==> src/rtl/pwm_pkg.sv <==
// Shared constants and types for the PWM audio receive path.
package pwm_pkg;

    localparam int PWM_WIDTH  = 11;
    localparam int PWM_FRAME  = 2**PWM_WIDTH;
    localparam int LOCK_COUNT = 2;

    typedef enum logic {
        HUNT    = 1'b0,
        MEASURE = 1'b1
    } state_t;

endpackage

==> src/rtl/pwm_decoder_sync_edge.sv <==
// Multi-flop synchronizer for an asynchronous 1-bit input, followed by an
// extra delay flop that provides registered rise/fall strobes.
module sync_edge #(
    parameter int STAGES = 2
) (
    input  logic clk,
    input  logic rst_n,
    input  logic din,
    output logic level,
    output logic rise,
    output logic fall
);

    logic [STAGES-1:0] sync_reg;
    logic              level_d_reg;

    always_ff @(posedge clk or negedge rst_n) begin
        if (!rst_n) begin
            sync_reg    <= '0;
            level_d_reg <= 1'b0;
        end else begin
            sync_reg    <= {sync_reg[STAGES-2:0], din};
            level_d_reg <= sync_reg[STAGES-1];
        end
    end

    assign level = sync_reg[STAGES-1];
    assign rise  = level & ~level_d_reg;
    assign fall  = ~level & level_d_reg;

endmodule

==> src/rtl/pwm_decoder.sv <==
// Recovers one WIDTH-bit duty value per PWM frame from a looped-back PWM stream.
// Define PWM_DEC_AVG_EN to output a 4-tap boxcar average instead of raw values.
module pwm_decoder
    import pwm_pkg::*;
#(
    parameter int WIDTH       = PWM_WIDTH,
    parameter int SYNC_STAGES = 2,
    parameter int TIMEOUT     = 2**WIDTH + 16
) (
    input  logic             CLK100MHZ,
    input  logic             CPU_RESETN,
    input  logic             pwm_in,
    output logic [WIDTH-1:0] sample,
    output logic             sample_valid,
    output logic             frame_err,
    input  logic             err_clr,
    output logic             locked
);

    localparam int            CW          = WIDTH + 2;
    localparam logic [CW-1:0] FRAME_LEN   = CW'(2**WIDTH);
    localparam logic [CW-1:0] TIMEOUT_LEN = CW'(TIMEOUT);
    localparam logic [CW-1:0] CNT_MAX     = '1;
    localparam logic [CW-1:0] CLAMP_CW    = CW'((2**WIDTH) - 1);
    localparam logic [1:0]    LOCK_GOOD   = 2'(LOCK_COUNT);

    logic level, rise, unused_fall;

    sync_edge #(.STAGES(SYNC_STAGES)) u_sync_edge (
        .clk   (CLK100MHZ),
        .rst_n (CPU_RESETN),
        .din   (pwm_in),
        .level (level),
        .rise  (rise),
        .fall  (unused_fall)
    );

    state_t            state_reg, state_next;
    logic [CW-1:0]     period_cnt_reg, period_cnt_next;
    logic [CW-1:0]     high_cnt_reg, high_cnt_next;
    logic [1:0]        good_cnt_reg, good_cnt_next;
    logic              locked_reg, locked_next;
    logic              frame_err_reg, frame_err_next;
    logic [WIDTH-1:0]  sample_reg, sample_next;
    logic              sample_valid_reg;

    logic              frame_done, timeout, bad_period, raw_event;
    logic [WIDTH-1:0]  raw_value;

    assign frame_done = (state_reg == MEASURE) && rise;
    assign timeout    = !rise && (period_cnt_reg >= TIMEOUT_LEN);
    assign bad_period = frame_done && (period_cnt_reg != FRAME_LEN);

    always_ff @(posedge CLK100MHZ or negedge CPU_RESETN) begin
        if (!CPU_RESETN) begin
            state_reg        <= HUNT;
            period_cnt_reg   <= '0;
            high_cnt_reg     <= '0;
            good_cnt_reg     <= '0;
            locked_reg       <= 1'b0;
            frame_err_reg    <= 1'b0;
            sample_reg       <= '0;
            sample_valid_reg <= 1'b0;
        end else begin
            state_reg        <= state_next;
            period_cnt_reg   <= period_cnt_next;
            high_cnt_reg     <= high_cnt_next;
            good_cnt_reg     <= good_cnt_next;
            locked_reg       <= locked_next;
            frame_err_reg    <= frame_err_next;
            sample_valid_reg <= raw_event;
            if (raw_event) begin
                sample_reg <= sample_next;
            end
        end
    end

    always_comb begin
        state_next = state_reg;
        if (rise) begin
            state_next = MEASURE;
        end else if (timeout) begin
            state_next = HUNT;
        end
    end

    // A timeout reloads the period counter to 0 so a held level re-emits every TIMEOUT+1 clocks.
    always_comb begin
        period_cnt_next = period_cnt_reg;
        high_cnt_next   = high_cnt_reg;
        if (rise) begin
            period_cnt_next = CW'(1);
            high_cnt_next   = CW'(1);
        end else if (timeout) begin
            period_cnt_next = '0;
            high_cnt_next   = '0;
        end else begin
            if (period_cnt_reg != CNT_MAX) begin
                period_cnt_next = period_cnt_reg + CW'(1);
            end
            if ((state_reg == MEASURE) && level && (high_cnt_reg != CNT_MAX)) begin
                high_cnt_next = high_cnt_reg + CW'(1);
            end
        end
    end

    // A new period error overrides a same-cycle clear.
    always_comb begin
        good_cnt_next  = good_cnt_reg;
        locked_next    = locked_reg;
        frame_err_next = frame_err_reg;
        if (err_clr) begin
            frame_err_next = 1'b0;
        end
        if (bad_period) begin
            frame_err_next = 1'b1;
            good_cnt_next  = '0;
            locked_next    = 1'b0;
        end else if (frame_done) begin
            if (good_cnt_reg != LOCK_GOOD) begin
                good_cnt_next = good_cnt_reg + 2'd1;
            end
            locked_next = (good_cnt_next == LOCK_GOOD);
        end
    end

    always_comb begin
        raw_event = frame_done || timeout;
        raw_value = '0;
        if (frame_done) begin
            raw_value = (high_cnt_reg > CLAMP_CW) ? CLAMP_CW[WIDTH-1:0] : high_cnt_reg[WIDTH-1:0];
        end else if (timeout) begin
            raw_value = level ? CLAMP_CW[WIDTH-1:0] : '0;
        end
    end

`ifdef PWM_DEC_AVG_EN
    logic [2:0][WIDTH-1:0] hist_reg;
    logic [CW-1:0]         avg_sum;

    always_comb begin
        avg_sum = CW'(raw_value);
        for (int i = 0; i < 3; i++) begin
            avg_sum = avg_sum + CW'(hist_reg[i]);
        end
        sample_next = avg_sum[CW-1:2];
    end

    always_ff @(posedge CLK100MHZ or negedge CPU_RESETN) begin
        if (!CPU_RESETN) begin
            hist_reg <= '0;
        end else if (raw_event) begin
            hist_reg <= {hist_reg[1:0], raw_value};
        end
    end
`else
    assign sample_next = raw_value;
`endif

    assign sample       = sample_reg;
    assign sample_valid = sample_valid_reg;
    assign frame_err    = frame_err_reg;
    assign locked       = locked_reg;

endmodule
==> config.mk <==
export PLATFORM = sky130hd
export DESIGN_NAME = pwm_decoder
export DESIGN_NICKNAME = d
export VERILOG_FILES = /design/src/rtl/pwm_pkg.sv /design/src/rtl/pwm_decoder_sync_edge.sv /design/src/rtl/pwm_decoder.sv
export SDC_FILE = /design/constraint.sdc
export NUM_CORES = 1
export LEC_CHECK = 0
export BUFFER_PORTS_ARGS = -buffer_cell sky130_fd_sc_hd__buf_2
export CORE_UTILIZATION = 59
export CTS_CLUSTER_SIZE = 28
export DETAILED_ROUTE_END_ITERATION = 12
export PLACE_DENSITY = 0.79
export SYNTH_ARGS = -nofsm -noshare
export SYNTH_HDL_FRONTEND = slang
export SYNTH_SLANG_ARGS = --single-unit
==> constraint.sdc <==
create_clock -name CLK100MHZ -period 2.45 [get_ports CLK100MHZ]
set_input_delay 0.1225 -clock CLK100MHZ [delete_from_list [all_inputs] [get_ports CLK100MHZ]]
set_output_delay 0.1225 -clock CLK100MHZ [all_outputs]
set_load 0.02 [all_outputs]
==> flow_metrics.tcl, run 1 <==
set metrics [dict create \
    netlist_area_mm2 0.00233 \
    drcViolationCount 0 \
    numCtsBuffers 5 \
    fmax_mhz 544 \
    drtPass1Iterations 4 \
    yosysSeqAreaShare_pct 48.3 \
    diodes 0 \
    clk_pin_slew_ps 80 \
    hp-class "in2async" \
    start_util_pct 62.7 \
    synth_cell_type_count 50 \
    grt_busiest_layer "met2" \
    core_mm2 0.00372 \
    syn_to_final_growth_pct 10.1 \
    powerDensity_mw_per_mm2 671 \
    whs_ps -19.8 \
    drive_gt1_share_pct 16.0 \
    syn_avg_cell_area_um2 9.63 \
    r2r_cells 5 \
    wl_per_cell_um 16.3 \
    synth_edf_count 0 \
    timing.rr.end "sample[0]" \
    die_area_mm2 0.00421 \
    synth_flop_cell "dfrtp_1" \
    grt_max_degree 46 \
    grt_pass1_wl_um 8690 \
    status "finished, violations left" \
    nets 270 \
    r2r_start "period_cnt_reg[12]" \
    cts_tree "built" \
    synthTopCellsByArea "dfrtp_1 (48%), nand2_1 (3.9%), o22a_1 (3.8%), a21oi_1 (3.7%), nor2_1 (3.5%)" \
    ys_seq_elements 45 \
    vias_per_cell 6.27 \
    clk-insertion-delay-late_ps 300 \
    skew_ps 6.95 \
    met3_usage_pct 6.34 \
    final_cell_mix "dfrtp_1 (45), nand2_1 (24), nor2_1 (22)" \
    drt_iter0_drc 242 \
    dp_hpwl_um 3480 \
    p_leak_nw 1.06 \
    async_flop_share_pct 100 \
    finalCritPeriodShare_pct 75.1 \
    grt-ovfl-total 0 \
    rrSetupSlack_ps 610 \
    rsz0062_at_grt "false" \
    die_h_um 64.9 \
    syn_nets 250 \
    antenna_found_initial 0 \
    violations "negative hold slack" \
    worstPathRequired_ps 2670 \
    post_cts_resize_count 0 \
    pin_count 18 \
    critPathLaunchType "flip-flop" \
    post_dp_cell_area_mm2 0.00244 \
    grt_pass1_vias 1935 \
    die_w_um 64.9 \
    critPathMaxFanout 13 \
    nFillCells 291 \
    setup_tns_ps 0 \
    layout_commonest_cell "dfrtp_1" \
    ant_nets 0 \
    arrival_ps 2060 \
    clockRootBuffer "clkbuf_8" \
    io_buffers 17 \
    totalWireLength_um 5070 \
    period_minus_slack_ps 1840 \
    synth_area_leader_cell "dfrtp_1" \
    cts_sinks 45 \
    worst-setup-path-type "reg2reg" \
    finalMaxSlewViolations 0 \
    grt_util_met1_pct 31.7 \
    slew_headroom_pct 34.6 \
    num_rows 22 \
    htree_levels 2 \
    hold_violations 44 \
    cts.path.max_buffers 2 \
    ir_drop_uv 360 \
    seqCellArea_mm2 0.00113 \
    fin_area_mm2 0.00257 \
    startpoint "period_cnt_reg[12]" \
    synth_warnings 0 \
    gp_congestion 0.797 \
    grtUsageMet2_pct 46.9 \
    multi_input_area_mm2 0.00109 \
    endpoint_kind "flip-flop" \
    synth_cells 242 \
    setup-violations-final 0 \
    tightest_slew_ps 981 \
    grtUsageTotal_pct 27.1 \
    route.vias.total 1951 \
    synth.top_cell.area_share_pct 48.3 \
    max-cap-violations 0 \
]
[cells in the mapped netlist (all sizes together) (2+ instances only)]
cell	count
nor3	4
a21oi	18
or4	6
o31ai	6
clkbuf	3
or3	10
and4	3
nand3b	2
nor2	22
nand3	13
a41oi	2
nand4	7
o21ai	13
ha	4
inv	9
o22a	11
a31oi	11
or2	2
buf	7
nand2	25
dfrtp	45
[final cells by class]
cell class / instances / area share [%]
clock inverter: 1 / 1.17
multi-input combinational: 177 / 42.5
timing repair buffer: 24 / 5.46
inverter: 9 / 1.32
tap: 48 / 2.34
clock buffer: 7 / 3.36
sequential: 45 / 43.9
[where the power goes]
part | leakage (nW) | switching, W | internal [W] | total [W]
Clock | 0.0585 | 0.000244 | 0.000332 | 0.000576
Sequential | 0.586 | 0.0000644 | 0.000798 | 0.000862
Combinational | 0.417 | 0.000173 | 0.000111 | 0.000284
[worst max-delay path by stage]
| stage | slack [ps] | end | depth (start not counted) |
|---|---|---|---|
| finish | 610 | sample[0] | 5 |
| global route | 510 | sample[8] | 5 |
| CTS | 610 | sample[0] | 5 |
| detailed placement | 660 | high_cnt_reg[11] | 4 |
| global placement | 690 | high_cnt_reg[11] | 4 |
| floorplan | 720 | sample[0] | 5 |
[cells by family (layout without fill, tap and decap cells)]
logic type / count (synthesis) / in the layout / synth area share, %
AND/OR/NAND/NOR: 102 / 102 / 23.7
AO/OA/AOI/OAI: 68 / 68 / 20.1
flip-flops: 45 / 45 / 48.3
buffers and inverters: 20 / 41 / 4.88
adder cells (fa/ha/maj): 4 / 4 / 2.15
XOR/XNOR: 2 / 2 / 0.752
other: 1 / 1 / 0.161
[metrics by stage]
| stage | hold WS [ps] | setup WS, ps | total power, W | utilization [%] | std cells |
|---|---|---|---|---|---|
| after floorplan | -173 | 724 | 0.00106 | - | 242 |
| after CTS | 10.6 | 614 | 0.00173 | 69.1 | 311 |
| after global placement | 233 | 685 | 0.00115 | 65.7 | 302 |
| after global routing | 70.5 | 512 | 0.00180 | 69.1 | 311 |
| after detailed placement | 232 | 657 | 0.00116 | 65.7 | 302 |
| final | -19.8 | 610 | 0.00172 | 69.1 | 311 |
[routing by layer]
metal	vias up	part of all wire, %
li1	938	-
met1	948	42
met2	51	51
met3	14	4.7
met4	0	2.2
met5	-	0
[repair_timing]
action                                 CTS  global route
endpoints found under the hold margin    1             0
setup endpoints to repair                0             0
buffers inserted                         0             0
hold buffers                             1             0
[worst max-delay path, cell delays in order, from the launching register on]
cell,delay (ps)
dfrtp_1,440
or4_4,570
o22ai_4,230
buf_4,250
nand2_1,80
a31oi_1,190
Note: power is estimated with default switching activity, not from simulation.
==> run 2, diff against run 1 <==
==> constraint.sdc (replaced) <==
create_clock -name CLK100MHZ -period 1.8 [get_ports CLK100MHZ]
set_input_delay 0.09 -clock CLK100MHZ [delete_from_list [all_inputs] [get_ports CLK100MHZ]]
set_output_delay 0.09 -clock CLK100MHZ [all_outputs]
set_load 0.02 [all_outputs]
==> flow_metrics.tcl, run 2 (synthesis gave the netlist of run 1 again) <==
set metrics [dict create \
    setup-violations-final 0 \
    vias_per_cell 6.15 \
    clk-insertion-delay-late_ps 300 \
    internal_power_w 0.00181 \
    critPathMaxFanout 11 \
    combPwrFrac_pct 17.3 \
    fin_total_pwr_w 0.00248 \
    drtPass1Iterations 4 \
    die_area_mm2 0.00421 \
    grt_max_degree 33 \
    finalCritPeriodShare_pct 95.1 \
    grt_pass1_vias 1985 \
    ir_drop_uv 441 \
    finalMaxSlewViolations 0 \
    tightest_slew_ps 698 \
    gp_congestion 0.800 \
    period_minus_slack_ps 1710 \
    clockRootBuffer "clkbuf_8" \
    max-cap-violations 0 \
    worstPathRequired_ps 1980 \
    drcViolationCount 0 \
    pin_count 18 \
    cts_sinks 45 \
    nets 293 \
    max_stage_delay_ps 540 \
    fmax_mhz 584 \
    crit_chain "or4_4 -> o22ai_4 -> or2_2 -> a31oi_1" \
    post_dp_cell_area_mm2 0.00259 \
    status "complete, no violations" \
    die_h_um 64.9 \
    layout_commonest_cell "dfrtp_1" \
    drt_iter0_drc 201 \
    endpoint_kind "flip-flop" \
    start_util_pct 62.7 \
    io_buffers 17 \
    numCtsBuffers 5 \
    cts.path.max_buffers 2 \
    slew_headroom_pct 53.5 \
    grt-ovfl-total 0 \
    cp_slowest_cell "or4_4" \
    worst-setup-path-type "reg2reg" \
    fin_area_mm2 0.00277 \
    arrival_ps 1890 \
    antenna_found_initial 0 \
    p_leak_nw 1.19 \
    cts_tree "built" \
    powerDensity_mw_per_mm2 897 \
    skew_ps 10.7 \
    switching_power_w 0.000670 \
    clk_pin_slew_ps 90 \
    drive_gt1_share_pct 23.1 \
    route.vias.total 2055 \
    final_cell_mix "dfrtp_1 (45), buf_4 (27), nand2_1 (24)" \
    totalWireLength_um 5270 \
    core_mm2 0.00372 \
    num_rows 22 \
    hold_violations 0 \
    seqPwrFrac_pct 46.8 \
    ant_nets 0 \
    htree_levels 2 \
    die_w_um 64.9 \
    wl_per_cell_um 15.8 \
    grtUsageTotal_pct 28.0 \
    dp_hpwl_um 3700 \
    hp-class "in2reg" \
    clockPowerShare_pct 35.9 \
    diodes 0 \
    syn_to_final_growth_pct 18.8 \
    critPathLaunchType "flip-flop" \
    grt_pass1_wl_um 8930 \
    switching_share_pct 27.0 \
]
run 2: cell count changes in the layout (fill, tap and decap cells not counted):
cell,previous run,this run
clkbuf_8,6,5
nor4_2,0,1
bufinv_16,1,2
clkinv_2,0,1
nor4_1,1,0
buf_4,6,27
buf_6,0,1
clkbuf_1,1,0
dlygate4sd3_1,1,2
run 2: critical path: cells and delay by family (launching register included):
family	cells	cell delay (ps)
compound gates	2	360
flops	1	400
simple gates	2	840
run 2: repair_timing:
item / CTS / global route
hold buffers: 2 / 0
resized for setup: 0 / 2
setup buffers: 0 / 2
setup endpoints to repair: 0 / 8
endpoints found under the hold margin: 31 / 0
run 2: power groups by stage:
stage / clock, W / sequential, W / combinational, W
2_1_floorplan: 0 / 0.00123 / 0.000223
3_3_place_gp: 0 / 0.00117 / 0.000408
3_5_place_dp: 0 / 0.00118 / 0.000419
4_1_cts: 0.000904 / 0.00116 / 0.000426
5_1_grt: 0.000941 / 0.00117 / 0.000475
6_report: 0.000893 / 0.00116 / 0.000430
run 2: final cells by class:
class	instances	area, um2
sequential	45	1130
tap	48	60.1
fill	294	946
clock inverter	3	65.1
timing repair buffer	47	319
multi-input combinational	177	1100
inverter	9	33.8
clock buffer	5	68.8
run 2: layer usage:
layer / share of wire [%] / track usage (%) / vias up
met5: 0 / 0 / -
met4: 2.2 / 12.5 / 0
met3: 3.3 / 4.23 / 9
met2: 52 / 49.3 / 44
met1: 42 / 33.3 / 1014
li1: - / - / 988
run 2: path summary, 6_finish.rpt:
check / from / end / slack [ps] / cells after the start
setup / recovery: period_cnt_reg[10] / sample[5] / 90 / 4
hold / removal: err_clr / frame_err / 90 / 3
setup reg to reg: period_cnt_reg[10] / sample[5] / 90 / 4
hold reg to reg: u_sync_edge.sync_reg[0] / u_sync_edge.sync_reg[1] / 360 / 0
max in group asynchronous: CPU_RESETN / high_cnt_reg[8] / 860 / 3
min in group asynchronous: CPU_RESETN / sample[10] / 360 / 2
run 2: through the flow:
step	TNS (ps)	util (%)	std cells	hold WS [ps]	worst slack, ps
3_5_place_dp	0	69.7	322	171	104
3_3_place_gp	0	69.7	322	173	135
2_1_floorplan	0	-	242	-206	74.3
4_1_cts	0	73.9	332	88.9	74.2
5_1_grt	-51.1	74.5	334	89.4	-15.3
6_report	0	74.5	334	89.4	87.3
